File: src/rtl/bmult_share_pkg.sv
// bmult_share_pkg
// Shared definitions for the shared Booth-multiplier scheduler.
//   W_DEF / NUM_REQ_DEF / LAT_DEF / FIFO_DEPTH_DEF : default configuration
//   ID_W    : requester index width for the default NUM_REQ
//   rsp_t   : one response FIFO entry {requester id, 2W-bit product}
package bmult_share_pkg;

  localparam int W_DEF          = 10;
  localparam int NUM_REQ_DEF    = 4;
  localparam int LAT_DEF        = 1;
  localparam int FIFO_DEPTH_DEF = 4;

  localparam int ID_W = $clog2(NUM_REQ_DEF);

  typedef struct packed {
    logic [ID_W-1:0]      id;
    logic [2*W_DEF-1:0]   product;
  } rsp_t;

endpackage

File: src/rtl/bmult_share_fifo.sv
// bmult_share_fifo
// Synchronous show-ahead FIFO. The head entry is presented on rd_data
// whenever the FIFO is not empty; a write into an empty FIFO becomes
// visible on the following cycle (no fall-through path).
//   clk, rst      : clock, synchronous active-high reset
//   wr_en/wr_data : push one entry (ignored when full)
//   rd_en         : pop the head entry (ignored when empty)
//   rd_data       : head entry, zero while empty
//   count         : number of stored entries
//   full, empty   : status flags
module bmult_share_fifo
  import bmult_share_pkg::*;
#(
  parameter type entry_t = rsp_t,
  parameter int  DEPTH   = FIFO_DEPTH_DEF,
  localparam int AW      = $clog2(DEPTH)
) (
  input  logic         clk,
  input  logic         rst,
  input  logic         wr_en,
  input  entry_t       wr_data,
  input  logic         rd_en,
  output entry_t       rd_data,
  output logic [AW:0]  count,
  output logic         full,
  output logic         empty
);

  // Pointers carry one extra wrap bit so full and empty are distinguishable.
  logic [AW:0] wr_ptr;
  logic [AW:0] rd_ptr;
  entry_t      mem [DEPTH];

  logic do_write;
  logic do_read;

  assign count    = wr_ptr - rd_ptr;
  assign full     = (count == (AW+1)'(DEPTH));
  assign empty    = (wr_ptr == rd_ptr);
  assign do_write = wr_en && !full;
  assign do_read  = rd_en && !empty;

  // Head is forced to zero while empty so the outputs are clean after reset.
  assign rd_data = empty ? '0 : mem[rd_ptr[AW-1:0]];

  always_ff @(posedge clk) begin
    if (rst) begin
      wr_ptr <= '0;
      rd_ptr <= '0;
    end else begin
      if (do_write) wr_ptr <= wr_ptr + 1'b1;
      if (do_read)  rd_ptr <= rd_ptr + 1'b1;
    end
  end

  // Storage needs no reset; validity is tracked entirely by the pointers.
  always_ff @(posedge clk) begin
    if (do_write) mem[wr_ptr[AW-1:0]] <= wr_data;
  end

endmodule

File: src/rtl/bmult_share_sched.sv
// bmult_share_sched
// Round-robin scheduler sharing one pipelined Booth-multiplier datapath
// between NUM_REQ requesters. Accepted operand pairs are issued one per
// cycle; requester ids follow the datapath through a LAT-deep tag pipeline
// and completed products are queued in a response FIFO.
//   clk, rst             : clock, synchronous active-high reset
//   req_valid/req_ready  : per-requester handshake
//   req_a, req_b         : per-requester signed operands
//   mult_vld/mult_a/b    : registered issue to the datapath
//   mult_p               : datapath product (bit 2W is ignored)
//   rsp_valid/rsp_ready  : response handshake (FIFO head)
//   rsp_id, rsp_p        : requester index and product of the head
module bmult_share_sched
  import bmult_share_pkg::*;
#(
  parameter int  NUM_REQ    = NUM_REQ_DEF,
  parameter int  W          = W_DEF,
  parameter int  LAT        = LAT_DEF,
  parameter int  FIFO_DEPTH = FIFO_DEPTH_DEF,
  localparam int IDX_W      = $clog2(NUM_REQ)
) (
  input  logic                        clk,
  input  logic                        rst,
  input  logic [NUM_REQ-1:0]          req_valid,
  output logic [NUM_REQ-1:0]          req_ready,
  input  logic [NUM_REQ-1:0][W-1:0]   req_a,
  input  logic [NUM_REQ-1:0][W-1:0]   req_b,
  output logic                        mult_vld,
  output logic [W-1:0]                mult_a,
  output logic [W-1:0]                mult_b,
  input  logic [2*W:0]                mult_p,
  output logic                        rsp_valid,
  input  logic                        rsp_ready,
  output logic [IDX_W-1:0]            rsp_id,
  output logic [2*W-1:0]              rsp_p
);

  localparam int OCC_W  = $clog2(FIFO_DEPTH + 1);
  localparam int FIFO_AW = $clog2(FIFO_DEPTH);

  // Same layout as rsp_t, sized for this instance's parameters.
  typedef struct packed {
    logic [IDX_W-1:0] id;
    logic [2*W-1:0]   product;
  } entry_t;

  logic [OCC_W-1:0]             occ;
  logic [IDX_W-1:0]             rr_ptr;
  logic [IDX_W-1:0]             iss_id;
  logic [LAT-1:0]               tag_vld;
  logic [LAT-1:0][IDX_W-1:0]    tag_id;

  logic                         grant_ok;
  logic                         found;
  logic [IDX_W-1:0]             winner;
  logic [IDX_W:0]               cand_sum;
  logic [IDX_W-1:0]             cand;
  logic                         accept;
  logic                         pop;

  entry_t                       fifo_wr_data;
  entry_t                       fifo_head;
  logic                         fifo_empty;
  logic [FIFO_AW:0]             unused_fifo_count;
  logic                         unused_fifo_full;
  logic                         unused_p_msb;

  // Occupancy covers everything accepted but not yet popped, so granting
  // only while occ < FIFO_DEPTH means every in-flight product has a slot.
  // Using the registered occ keeps a same-cycle pop out of the grant path.
  always_comb begin
    grant_ok  = (occ < OCC_W'(FIFO_DEPTH));
    found     = 1'b0;
    winner    = '0;
    cand_sum  = '0;
    cand      = '0;
    req_ready = '0;
    for (int k = 0; k < NUM_REQ; k++) begin
      cand_sum = {1'b0, rr_ptr} + (IDX_W+1)'(k);
      if (cand_sum >= (IDX_W+1)'(NUM_REQ)) begin
        cand_sum = cand_sum - (IDX_W+1)'(NUM_REQ);
      end
      cand = cand_sum[IDX_W-1:0];
      if (!found && req_valid[cand]) begin
        found  = 1'b1;
        winner = cand;
      end
    end
    if (!rst && grant_ok && found) begin
      req_ready[winner] = 1'b1;
    end
  end

  assign accept = |req_ready;
  assign pop    = rsp_valid && rsp_ready;

  // Issue register, round-robin pointer and occupancy counter.
  always_ff @(posedge clk) begin
    if (rst) begin
      occ      <= '0;
      rr_ptr   <= '0;
      mult_vld <= 1'b0;
      mult_a   <= '0;
      mult_b   <= '0;
      iss_id   <= '0;
    end else begin
      mult_vld <= accept;
      if (accept) begin
        mult_a <= req_a[winner];
        mult_b <= req_b[winner];
        iss_id <= winner;
        rr_ptr <= (winner == IDX_W'(NUM_REQ - 1)) ? '0 : winner + 1'b1;
      end
      case ({accept, pop})
        2'b10:   occ <= occ + OCC_W'(1);
        2'b01:   occ <= occ - OCC_W'(1);
        default: occ <= occ;
      endcase
    end
  end

  // Tag pipeline: the id issued with mult_vld reaches the last stage in the
  // same cycle the datapath presents that product. Written as a vector
  // shift so the same code covers LAT = 1.
  always_ff @(posedge clk) begin
    if (rst) begin
      tag_vld <= '0;
      tag_id  <= '0;
    end else begin
      tag_vld <= (tag_vld << 1) | LAT'(mult_vld);
      tag_id  <= (tag_id << IDX_W) | (LAT*IDX_W)'(iss_id);
    end
  end

  assign fifo_wr_data.id      = tag_id[LAT-1];
  assign fifo_wr_data.product = mult_p[2*W-1:0];
  assign unused_p_msb         = mult_p[2*W];

  bmult_share_fifo #(
    .entry_t (entry_t),
    .DEPTH   (FIFO_DEPTH)
  ) u_rsp_fifo (
    .clk     (clk),
    .rst     (rst),
    .wr_en   (tag_vld[LAT-1]),
    .wr_data (fifo_wr_data),
    .rd_en   (pop),
    .rd_data (fifo_head),
    .count   (unused_fifo_count),
    .full    (unused_fifo_full),
    .empty   (fifo_empty)
  );

  assign rsp_valid = !fifo_empty;
  assign rsp_id    = fifo_head.id;
  assign rsp_p     = fifo_head.product;

endmodule

File: config.mk
export PLATFORM = sky130hd
export DESIGN_NAME = bmult_share_sched
export DESIGN_NICKNAME = d
export VERILOG_FILES = /design/src/rtl/bmult_share_pkg.sv /design/src/rtl/bmult_share_fifo.sv /design/src/rtl/bmult_share_sched.sv
export SDC_FILE = /design/constraint.sdc
export NUM_CORES = 1
export LEC_CHECK = 0
export ABC_CLOCK_PERIOD_IN_PS = 7600
export CORE_ASPECT_RATIO = 0.8
export CORE_UTILIZATION = 41
export CTS_CLUSTER_DIAMETER = 120
export DETAILED_ROUTE_END_ITERATION = 16
export PLACE_DENSITY = 0.76
export REMOVE_ABC_BUFFERS = 1
export SETUP_SLACK_MARGIN = 0.5
export SKIP_CTS_REPAIR_TIMING = 1
export SLEW_MARGIN = 20
export SYNTH_ARGS = -nofsm -noshare
export SYNTH_HDL_FRONTEND = slang
export SYNTH_SLANG_ARGS = --single-unit
File: constraint.sdc
create_clock -name clk -period 7.6 [get_ports clk]
set_input_delay 0.76 -clock clk [delete_from_list [all_inputs] [get_ports clk]]
set_output_delay 0.76 -clock clk [all_outputs]
set_load 0.02 [all_outputs]
==> reports/results.tsv <==
stage	metric	value	unit
setup_path	cells along the critical path	clkdlybuf4s50_1 -> nor2b_1 -> a211oi_4 -> nor2_4 -> buf_4 -> ha_1 -> and2_1 -> clkdlybuf4s50_1	
power_and_ir_drop	leakage	2.81	nW
logic_synthesis	Synth async-reset ratio	0	%
cells_and_area	nets@finish	666	
setup_path	crit path kind	input pin to output pin	
cells_and_area	layout cells sized above 1	16.1	%
setup_path	Worst path slowest cell	clkdlybuf4s50_1	
power_and_ir_drop	peak supply drop	0.200	mV
logic_synthesis	Seq/Total Area, Yosys	59.6	%
logic_synthesis	top cell type's share of synthesized area	46.0	%
drt	post-route ant nets	0	
job	max-cap viol count	0	
setup_path	Critical Path Max Stage Delay	600	ps
floorplan	Rows	38	
clock_tree	Skew-Pair Late Insertion Delay	400	ps
power_and_ir_drop	Switch Pwr	0.000731	W
logic_synthesis	syn avg cell area	14.8	um2
sta	Final min period	4560	ps
sta	final hold violation count	0	
setup_path	Worst EP arrival	3800	ps
logic_synthesis	Post-synth EDFFs	88	
drt	vias per cell	5.04	
power_and_ir_drop	switch share	29.2	%
logic_synthesis	Seq cells post-synth	127	
drt	DRC violations left	0	
power_and_ir_drop	Comb power frac	30.3	%
drt	Routed WL	12600	um
sta	Highest Clock Rate	219	MHz
power_and_ir_drop	sequential power share	35.4	%
logic_synthesis	Post-Syn Instances	387	
cells_and_area	n_diodes	0	
sta	final setup violation count	0	
floorplan	Ports	156	
setup_path	Worst Setup End Kind	output pin	
sta	RSZ-0062 raised after global routing	no	
power_and_ir_drop	Pwr Density	309	nW/um2
setup_path	CP most frequent cell	clkdlybuf4s50_1	
global_routing	initial antenna violation count	0	
worst_hold_path	worst hold path class	flip-flop to flip-flop	
drt	vias	3732	
setup_path	worst r2r dst	occ[2]	
clock_tree	clock sinks	127	
logic_synthesis	top post-synthesis cells by area	edfxtp_1 46%, dfxtp_1 14%, mux4_2 8.6%, mux2i_1 7.2%, o221ai_2 5.0%	
logic_synthesis	Synth area leader	edfxtp_1	
logic_synthesis	Synth Flop Type	edfxtp_1	
logic_synthesis	count leader, synth	edfxtp_1	
logic_synthesis	Commonest cells post-synth	88 x edfxtp_1, 41 x mux2i_1, 39 x dfxtp_1, 29 x and2_1, 27 x nor2b_1	
setup_path	r2r setup slk	4000	ps
sta	pins over their slew limit	0	
floorplan	Die Ht	108	um
setup_path	R2R cell count	14	
global_routing	largest net degree at the start of global routing	28	
power_and_ir_drop	clock share of power	34.3	%
clock_tree	CTS tree	done	
global_routing	grt ovf	0	
worst_hold_path	Hold Path End	mult_b[5]	
floorplan	Core Area	13600	um2
cells_and_area	Fillers	1032	
placed_design	RD Place Congestion	0.799	
placed_design	PortBufs	154	
clock_tree	clock root buffer	clkbuf_16	
logic_synthesis	Cell variety after synth	45	
placed_design	DPL Wire Length	8560	um
cells_and_area	area grow syn2layout	41.2	%
run_status	status	finished clean	
global_routing	vias in the first global route	3894	
sta	Fin Setup TNS	0	ps
sta	final hold slack	470	ps
logic_synthesis	Cell Area, Synth	5740	um2
power_and_ir_drop	P_int	0.00177	W
drt	DR WL/cell	17.0	um
sta	Final Cycle Share	60.1	%
power_and_ir_drop	total chip power	0.00250	W
floorplan	initial cell density of the core	42.2	%
worst_hold_path	Hold Crit Depth	2	
clock_tree	total CTS buffers	17	
floorplan	die area	14500	um2
setup_path	reg-to-reg startpoint	rr_ptr[0]	
setup_path	Crit Path Max Fanout	27	
sta	Slew @ Worst Pin	1100	ps
logic_synthesis	Yosys Warn Count	0	
setup_path	worst path required time	6840	ps
cells_and_area	final core occ	59.6	%
drt	drt first pass iters	4	
sta	Slew Limit Headroom	26.7	%
setup_path	Startpoint Class	input pin	
clock_tree	clock tree buffer depth	2	
global_routing	global-route wire length before repair	19700	um
clock_tree	H-tree levels	4	
floorplan	Die Wd	134	um
worst_hold_path	worst hold start	mult_b[5]	
global_routing	Total Routing Usage GR	18.3	%
drt	initial DRC count	162	
clock_tree	Clock transition at path regs	60	ps
sta	skew final	6.66	ps
critical path: cells and delay by family:
| family | cells | cell delay [ps] |
|---|---|---|
| AO/OA/AOI/OAI | 1 | 140 |
| AND/OR/NAND/NOR | 3 | 1010 |
| buffers and inverters | 3 | 1610 |
| adder cells (fa/ha/maj) | 1 | 280 |
power groups by stage:
stage / combinational (W) / sequential [W] / clock [W]
after floorplan: 0.000398 / 0.000929 / 0
after global placement: 0.000754 / 0.000898 / 0
after detailed placement: 0.000764 / 0.000899 / 0
after CTS: 0.000767 / 0.000889 / 0.000874
after global routing: 0.000815 / 0.000899 / 0.000902
final: 0.000759 / 0.000885 / 0.000860
cell families after synthesis:
logic type	share of synthesized area (%)
xor+xnor	1.07
mux	16.0
simple gates	10.5
flops	59.6
compound gates	7.72
fa+ha+maj	2.53
buf+inv	2.59
cell type report:
| cell class | instances | area [um2] | area share, % |
|---|---|---|---|
| multi-input combinational | 231 | 2170 | 26.8 |
| timing repair buffer | 162 | 1600 | 19.8 |
| clock buffer | 24 | 537 | 6.63 |
| sequential | 127 | 3430 | 42.3 |
| inverter | 8 | 30.0 | 0.371 |
| tap | 180 | 225 | 2.78 |
| clock inverter | 8 | 108 | 1.33 |
flip-flops by register name (all words and copies together), names as in the netlist, named ones only:
| name | count |
|---|---|
| tag_vld | 1 |
| occ | 3 |
| mult_a | 10 |
| u_rsp_fifo.rd_ptr | 3 |
| mult_vld | 1 |
| u_rsp_fifo.mem | 88 |
| iss_id | 2 |
| mult_b | 10 |
| rr_ptr | 2 |
| u_rsp_fifo.wr_ptr | 3 |
| tag_id | 2 |
metal layers:
layer / vias to the layer above / global-route usage (%) / part of all wire [%]
li1: 1777 / - / -
met1: 1812 / 21.4 / 42
met2: 129 / 30.8 / 50
met3: 14 / 6.21 / 6.4
met4: 0 / 7.38 / 1.6
met5: - / 0 / 0
cells in the final DEF, fill, tap and decap left out, types with 2 or more instances in the layout:
cell / count
a211o_1: 2
a21oi_1: 4
and2_1: 29
buf_4: 8
bufinv_16: 2
clkbuf_1: 3
clkbuf_16: 21
clkdlybuf4s50_1: 154
dfxtp_1: 37
dfxtp_2: 2
edfxtp_1: 88
ha_1: 10
inv_1: 8
inv_4: 2
inv_6: 3
mux2i_1: 41
mux4_2: 22
nand2_1: 24
nor2_1: 16
nor2b_1: 27
nor3_1: 3
o221ai_2: 19
o22ai_1: 2
or3_1: 3
xnor2_1: 3
xor2_1: 4
how the worst max path moves through the flow:
stage	startpoint	to	slack, ps	cells after the start
after floorplan	req_valid[2]	occ[2]	3500	13
after global placement	req_valid[2]	occ[2]	3110	15
after detailed placement	req_valid[2]	occ[2]	2960	15
after CTS	req_valid[2]	req_ready[3]	3030	8
after global routing	req_valid[2]	req_ready[3]	2860	8
final	req_valid[2]	req_ready[3]	3040	8
stage by stage:
| step | std cells | area [um2] | setup WS [ps] |
|---|---|---|---|
| 2_1_floorplan | 366 | 5620 | 3500 |
| 3_3_place_gp | 708 | 7460 | 3110 |
| 3_5_place_dp | 708 | 7460 | 2960 |
| 4_1_cts | 740 | 8100 | 3030 |
| 5_1_grt | 740 | 8100 | 2860 |
| 6_report | 740 | 8100 | 3040 |
Note: power is estimated with default switching activity, not from simulation.
